### config.mk
export PLATFORM = sky130hd
export DESIGN_NAME = gt_touch_scan
export DESIGN_NICKNAME = d
export VERILOG_FILES = /design/src/rtl/gt_touch_pkg.sv /design/src/rtl/gt_poll_timer.sv /design/src/rtl/gt_touch_scan.sv
export SDC_FILE = /design/constraint.sdc
export NUM_CORES = 1
export LEC_CHECK = 0
export ABC_AREA = 1
export ABC_CLOCK_PERIOD_IN_PS = 2400
export CORE_UTILIZATION = 54
export CTS_CLUSTER_DIAMETER = 50
export DETAILED_ROUTE_END_ITERATION = 10
export GPL_TIMING_DRIVEN = 0
export PLACE_DENSITY_LB_ADDON = 0.15
export SETUP_SLACK_MARGIN = 0.02
export SKIP_CTS_REPAIR_TIMING = 1
export SLEW_MARGIN = 20
export SYNTH_ARGS = -nofsm -noshare
export SYNTH_HDL_FRONTEND = slang
export SYNTH_SLANG_ARGS = --single-unit
export TNS_END_PERCENT = 50
### constraint.sdc
create_clock -name clk -period 2.4 [get_ports clk]
set_clock_uncertainty 0.2 [all_clocks]
set_input_delay 0.36 -clock clk [delete_from_list [all_inputs] [get_ports clk]]
set_output_delay 0.36 -clock clk [all_outputs]
set_load 0.05 [all_outputs]
### src/rtl/gt_touch_pkg.sv
// Shared definitions for the GT9147/GT9271 touch scanner.
// Holds the register map, the scanner state encoding and helpers that
// decode the status byte and step the read sequence.
package gt_touch_pkg;

  // Controller register map (16-bit register addresses)
  localparam logic [15:0] CTRL  = 16'h8040;
  localparam logic [15:0] CFGS  = 16'h8047;
  localparam logic [15:0] CHECK = 16'h80FF;
  localparam logic [15:0] STAT  = 16'h814E;
  localparam logic [15:0] XL    = 16'h8150;
  localparam logic [15:0] XH    = 16'h8151;
  localparam logic [15:0] YL    = 16'h8152;
  localparam logic [15:0] YH    = 16'h8153;

  localparam int GT_MAX_POINTS = 5;

  typedef enum logic [2:0] {
    IDLE,
    WAIT,
    RD_STAT,
    RD_XL,
    RD_XH,
    RD_YL,
    RD_YH,
    CLR
  } scan_state_t;

  // Point count from the status byte; out-of-range counts read as no touch
  function automatic logic [3:0] stat_points(input logic [7:0] stat);
    if (stat[3:0] > 4'(GT_MAX_POINTS)) return 4'd0;
    return stat[3:0];
  endfunction

  // Register addressed by each transaction state
  function automatic logic [15:0] state_addr(input scan_state_t s);
    case (s)
      RD_XL:   return XL;
      RD_XH:   return XH;
      RD_YL:   return YL;
      RD_YH:   return YH;
      default: return STAT;
    endcase
  endfunction

  // Where an acknowledged transaction leads; rdata only matters for RD_STAT
  function automatic scan_state_t next_after_ack(input scan_state_t s, input logic [7:0] rdata);
    case (s)
      RD_STAT: begin
        if (!rdata[7]) return WAIT;
        if (stat_points(rdata) != 4'd0) return RD_XL;
        return CLR;
      end
      RD_XL:   return RD_XH;
      RD_XH:   return RD_YL;
      RD_YL:   return RD_YH;
      RD_YH:   return CLR;
      default: return WAIT;
    endcase
  endfunction

endpackage

### src/rtl/gt_poll_timer.sv
// Loadable down-counter shared by the poll interval and transaction timeout.
// expired is high whenever the count sits at zero; a load restarts it.
// The count stops at zero until the next load.
module gt_poll_timer #(
  parameter int W = 16
) (
  input  logic         clk,
  input  logic         rst_n,
  input  logic         load,
  input  logic [W-1:0] value,
  output logic         expired
);

  logic [W-1:0] count;

  // Load takes priority; otherwise count down and rest at zero
  always_ff @(posedge clk or negedge rst_n) begin
    if (!rst_n) begin
      count <= '0;
    end else if (load) begin
      count <= value;
    end else if (count != '0) begin
      count <= count - W'(1);
    end
  end

  assign expired = (count == '0);

endmodule

### src/rtl/gt_touch_scan.sv
// Polls the touch controller status, reads point 1 X/Y, clears the status flag,
// and commits the touch point to the outputs atomically after the clear is acknowledged.
// One I2C transaction outstanding at a time; NACK or timeout drops the scan.
module gt_touch_scan
  import gt_touch_pkg::*;
#(
  parameter int POLL_CYCLES = 20000,
  parameter int TO_CYCLES   = 4095
) (
  input  logic        clk,
  input  logic        rst_n,
  input  logic        cfg_done,
  output logic        i2c_exec,
  output logic        i2c_rh_wl,
  output logic [15:0] i2c_addr,
  output logic [7:0]  i2c_data_w,
  input  logic [7:0]  i2c_data_r,
  input  logic        once_done,
  input  logic        i2c_ack,
  output logic        touch_valid,
  output logic [3:0]  touch_num,
  output logic [15:0] touch_x,
  output logic [15:0] touch_y,
  output logic        touch_upd,
  output logic [7:0]  err_cnt
);

  localparam int TMAX = (POLL_CYCLES > TO_CYCLES) ? POLL_CYCLES : TO_CYCLES;
  localparam int TW   = $clog2(TMAX + 1);

  scan_state_t state, state_d;
  logic        busy, busy_d;      // a transaction is outstanding (wait phase)
  logic        issue;             // launch the transaction for the current state
  logic        ack_ok;            // current transaction completed with ACK
  logic        fail;              // current transaction NACKed or timed out
  logic        tmr_load;
  logic [TW-1:0] tmr_value;
  logic        tmr_expired;
  logic [15:0] sh_x, sh_y;        // shadow point, committed only on CLR ACK
  logic [3:0]  sh_num;

  // The poll interval is loaded on every entry to WAIT, the timeout on every issue
  assign tmr_load  = issue || ((state_d == WAIT) && (state != WAIT));
  assign tmr_value = issue ? TW'(TO_CYCLES) : TW'(POLL_CYCLES - 1);

  gt_poll_timer #(.W(TW)) u_timer (
    .clk     (clk),
    .rst_n   (rst_n),
    .load    (tmr_load),
    .value   (tmr_value),
    .expired (tmr_expired)
  );

  // State and phase registers
  always_ff @(posedge clk or negedge rst_n) begin
    if (!rst_n) begin
      state <= IDLE;
      busy  <= 1'b0;
    end else begin
      state <= state_d;
      busy  <= busy_d;
    end
  end

  // Next-state: each transaction state issues once, then waits for completion or timeout
  always_comb begin
    state_d = state;
    busy_d  = busy;
    issue   = 1'b0;
    ack_ok  = 1'b0;
    fail    = 1'b0;
    unique case (state)
      IDLE: begin
        if (cfg_done) state_d = WAIT;
      end
      WAIT: begin
        if (!cfg_done)        state_d = IDLE;
        else if (tmr_expired) state_d = RD_STAT;
      end
      default: begin
        if (!busy) begin
          if (!cfg_done) begin
            state_d = IDLE;
          end else begin
            issue  = 1'b1;
            busy_d = 1'b1;
          end
        end else if (once_done) begin
          busy_d = 1'b0;
          if (i2c_ack) begin
            fail    = 1'b1;
            state_d = WAIT;
          end else begin
            ack_ok  = 1'b1;
            state_d = next_after_ack(state, i2c_data_r);
          end
          // a completed transaction still counts, but scanning stops here
          if (!cfg_done) state_d = IDLE;
        end else if (tmr_expired) begin
          busy_d  = 1'b0;
          fail    = 1'b1;
          state_d = cfg_done ? WAIT : IDLE;
        end
      end
    endcase
  end

  // I2C request registers: set on issue and held until the next issue
  always_ff @(posedge clk or negedge rst_n) begin
    if (!rst_n) begin
      i2c_exec   <= 1'b0;
      i2c_rh_wl  <= 1'b1;
      i2c_addr   <= 16'h0000;
      i2c_data_w <= 8'h00;
    end else begin
      i2c_exec <= issue;
      if (issue) begin
        i2c_addr   <= state_addr(state);
        i2c_rh_wl  <= (state != CLR);
        i2c_data_w <= 8'h00;
      end
    end
  end

  // Error counter saturates rather than wrapping
  always_ff @(posedge clk or negedge rst_n) begin
    if (!rst_n) begin
      err_cnt <= 8'h00;
    end else if (fail && (err_cnt != 8'hFF)) begin
      err_cnt <= err_cnt + 8'd1;
    end
  end

  // Shadow capture and atomic commit; the status read reseeds the shadows from
  // the outputs so a no-point clear keeps the last X/Y
  always_ff @(posedge clk or negedge rst_n) begin
    if (!rst_n) begin
      sh_x        <= 16'h0000;
      sh_y        <= 16'h0000;
      sh_num      <= 4'd0;
      touch_x     <= 16'h0000;
      touch_y     <= 16'h0000;
      touch_num   <= 4'd0;
      touch_valid <= 1'b0;
      touch_upd   <= 1'b0;
    end else begin
      touch_upd <= 1'b0;
      if (ack_ok) begin
        case (state)
          RD_STAT: begin
            sh_x   <= touch_x;
            sh_y   <= touch_y;
            sh_num <= stat_points(i2c_data_r);
          end
          RD_XL: sh_x[7:0]  <= i2c_data_r;
          RD_XH: sh_x[15:8] <= i2c_data_r;
          RD_YL: sh_y[7:0]  <= i2c_data_r;
          RD_YH: sh_y[15:8] <= i2c_data_r;
          CLR: begin
            touch_x     <= sh_x;
            touch_y     <= sh_y;
            touch_num   <= sh_num;
            touch_valid <= (sh_num != 4'd0);
            touch_upd   <= (sh_x != touch_x) || (sh_y != touch_y) ||
                           (sh_num != touch_num) || ((sh_num != 4'd0) != touch_valid);
          end
          default: ;
        endcase
      end
    end
  end

endmodule

==> out/results.tsv <==
stage	metric	value	unit
outcome	status	finished clean	
setup_path	crit_fanout	10	
placed_design	dp_hpwl	9540	microns
job	maxCapViolations	0	
sta	hold_violations	0	
sta	post-route-period-util	0.953	
synth	yosysMostFrequentCell	nand2_1	
sta	min_period	2.29	ns
placed_design	placedInstanceArea	6450	sq um
floorplanning	die_w	103	microns
clocking	worstSkewPairLatency	0.39	ns
placed_design	routabilityCongestion	0.926	
sta	final_max_slew_viol_count	0	
clocking	h-tree-depth	3	
drt	wl_per_cell	14.6	microns
global_routing	grt_pass1_wl	21300	microns
synth	synth_warnings	0	
floorplanning	rows	36	
drt	via_per_inst	5.26	
power	power.total	3.35	mW
power	ir_drop	372	uV
floorplanning	core	9820	sq um
floorplanning	die_h	103	microns
power	leakage	3.12	nW
synth	syn_area	5520	sq um
setup_path	path_class	flip-flop to flip-flop	
synth	yosysTopAreaCellShare	0.485	
synth	postSynthCellCount	660	
floorplanning	die_area	10600	sq um
synth	synth_common_cells	nand2_1 (164), o21ai_0 (111), dfrtp_1 (107)	
drt	drt_wl_total	13100	microns
global_routing	grt-ovfl-total	0	
power	powerDensity	502	nW/um^2
setup_path	cp.arrival	2.36	ns
synth	yosys.area.top_type	dfrtp_1	
clocking	clock_sinks	108	
global_routing	antenna_found_initial	0	
sta	rsz0062_at_grt	yes	
clocking	cts_tree	built	
setup_path	cp-end-kind	flip-flop	
setup_path	critPathLaunchType	flip-flop	
drt	num_vias	4706	
sta	maxSlewHeadroom	0.629	
floorplanning	start_util	0.562	
synth	ys_top_cells_by_area	dfrtp_1 (49%), nand2_1 (11%), o21ai_0 (10%)	
drt	route.detailed.drc	0	
global_routing	grt_use_total	0.266	
sta	setup_viol	0	
min_path	hold_path_class	primary input to async pin	
global_routing	grt_pass1_vias	4513	
clocking	numCtsBuffers	9	
global_routing	grt_max_degree	70	
drt	ant_nets	0	
final_layout	nets	772	
final_layout	drive_gt1_frac	0.105	
synth	async_reset_ff_frac	1.00	
sta	tightest_slew	0.556	ns
synth	synth_edf_count	0	
clocking	ctsRootBufferMaster	clkbuf_8	
drt	drt_first_iter_violations	212	
synth	synth_cell_types	37	
synth	avgSynthCellArea	8.36	sq um
final_layout	area_delta_synth_final	21.1	%
synth	synth_seq_area_share	0.490	
setup_path	cp.required	2.47	ns
placed_design	io_buffers	68	
final_layout	diodes	0	
clocking	clock_path_buffers	2	
final_layout	fin_area	6680	sq um
clocking	clk_pin_slew	0.10	ns
drt	firstDrtPassIters	4	
sta	fmax	437	MHz
synth	synthFlopType	dfrtp_1	
floorplanning	io_pins	85	
synth	synth-seq-cells	108	
-- worst paths after layout --
| kind | slack, ns | cells past startpoint | from | to |
|---|---|---|---|---|
| worst max register to register | 0.11 | 7 | state[2] | sh_y[13] |
| max in group asynchronous | 1.12 | 3 | rst_n | touch_y[14] |
| min in group clk | 0.29 | 2 | i2c_addr[4] | i2c_addr[4] |
| worst min register to register | 0.29 | 2 | i2c_addr[4] | i2c_addr[4] |
| worst min-delay path | 0.24 | 2 | rst_n | u_timer.count[12] |
| worst max-delay path | 0.11 | 7 | state[2] | sh_y[13] |
-- per-stage QoR --
stage | TNS [ns] | worst slack [ns] | instances | hold WS (ns) | util
after detailed placement | -4.76 | -0.194 | 877 | 0.0931 | 0.657
after global routing | -0.000973 | -0.000973 | 895 | 0.273 | 0.681
after global placement | -346.97 | -3.20 | 876 | 0.267 | 0.654
after CTS | -0.532 | -0.0826 | 893 | -0.325 | 0.675
final | 0 | 0.112 | 895 | 0.243 | 0.681
after floorplan | 0 | 0.186 | 675 | -0.136 | -
-- per-layer routing --
metal,GRT usage,vias to the layer above,routed length (microns),part of all wire
li1,-,2265,-,-
met1,0.348,2278,5580,0.43
met2,0.438,147,6470,0.50
met3,0.0644,16,796,0.061
met4,0.0845,0,207,0.016
met5,0,-,0,0
-- cells by family (layout without fill, tap and decap cells) --
family                   count (synthesis)  after routing  synth area share
AND/OR/NAND/NOR                        254            254             0.202
buffers and inverters                  113            200            0.0939
flip-flops                             108            108             0.490
XOR/XNOR                                54             54            0.0857
AO/OA/AOI/OAI                          126            126             0.120
adder cells (fa/ha/maj)                  2              2           0.00453
other                                    1             16          0.000680
multiplexers                             2              2           0.00408
-- where the power goes --
group	internal (mW)	switching, mW	total, mW	leakage, nW
Sequential	1.86	0.0382	1.90	1.27
Combinational	0.142	0.268	0.410	1.77
Clock	0.390	0.649	1.04	0.0870
Total	2.40	0.955	3.35	3.12
-- state kept, by name, indices dropped and copies added (netlist names) --
| register | flops |
|---|---|
| busy | 1 |
| err_cnt | 8 |
| i2c_addr | 5 |
| i2c_exec | 1 |
| i2c_rh_wl | 1 |
| sh_num | 4 |
| sh_x | 16 |
| sh_y | 16 |
| state | 3 |
| touch_num | 4 |
| touch_upd | 1 |
| touch_valid | 1 |
| touch_x | 16 |
| touch_y | 16 |
| u_timer.count | 15 |
-- placed cells by master (no fill, tap or decap), types with 4 or more instances in the layout --
cell / instances
clkbuf_8: 9
nand2_1: 162
a21oi_1: 6
conb_1: 16
dfrtp_1: 106
o21ai_0: 111
nor2_1: 28
nand2_2: 5
inv_6: 4
a21oi_2: 4
inv_1: 70
xnor2_1: 36
nor3_1: 9
clkdlybuf4s50_1: 67
buf_4: 22
xor2_1: 18
clkbuf_1: 10
nand3_1: 22
nand4_1: 11
buf_2: 4
clkbuf_2: 4
-- critical path: stages, from the launching register on --
cell	delay, ns
dfrtp_1	0.34
buf_4	0.20
nor2_1	0.12
nor2_1	0.23
nand2_1	0.26
nor3_2	0.43
buf_2	0.30
o21ai_0	0.11
-- area by class of cell --
class                   instances  area (sq um)
flip-flops and latches        108          2710
clock inverters                 7          55.1
multi-input cells             454          2380
fillers                       869          3140
inverters                      73           277
well taps                     133           166
plain buffers                  40           246
repair buffers                 71           727
clock buffers                   9           124
Note: power is estimated with default switching activity, not from simulation.
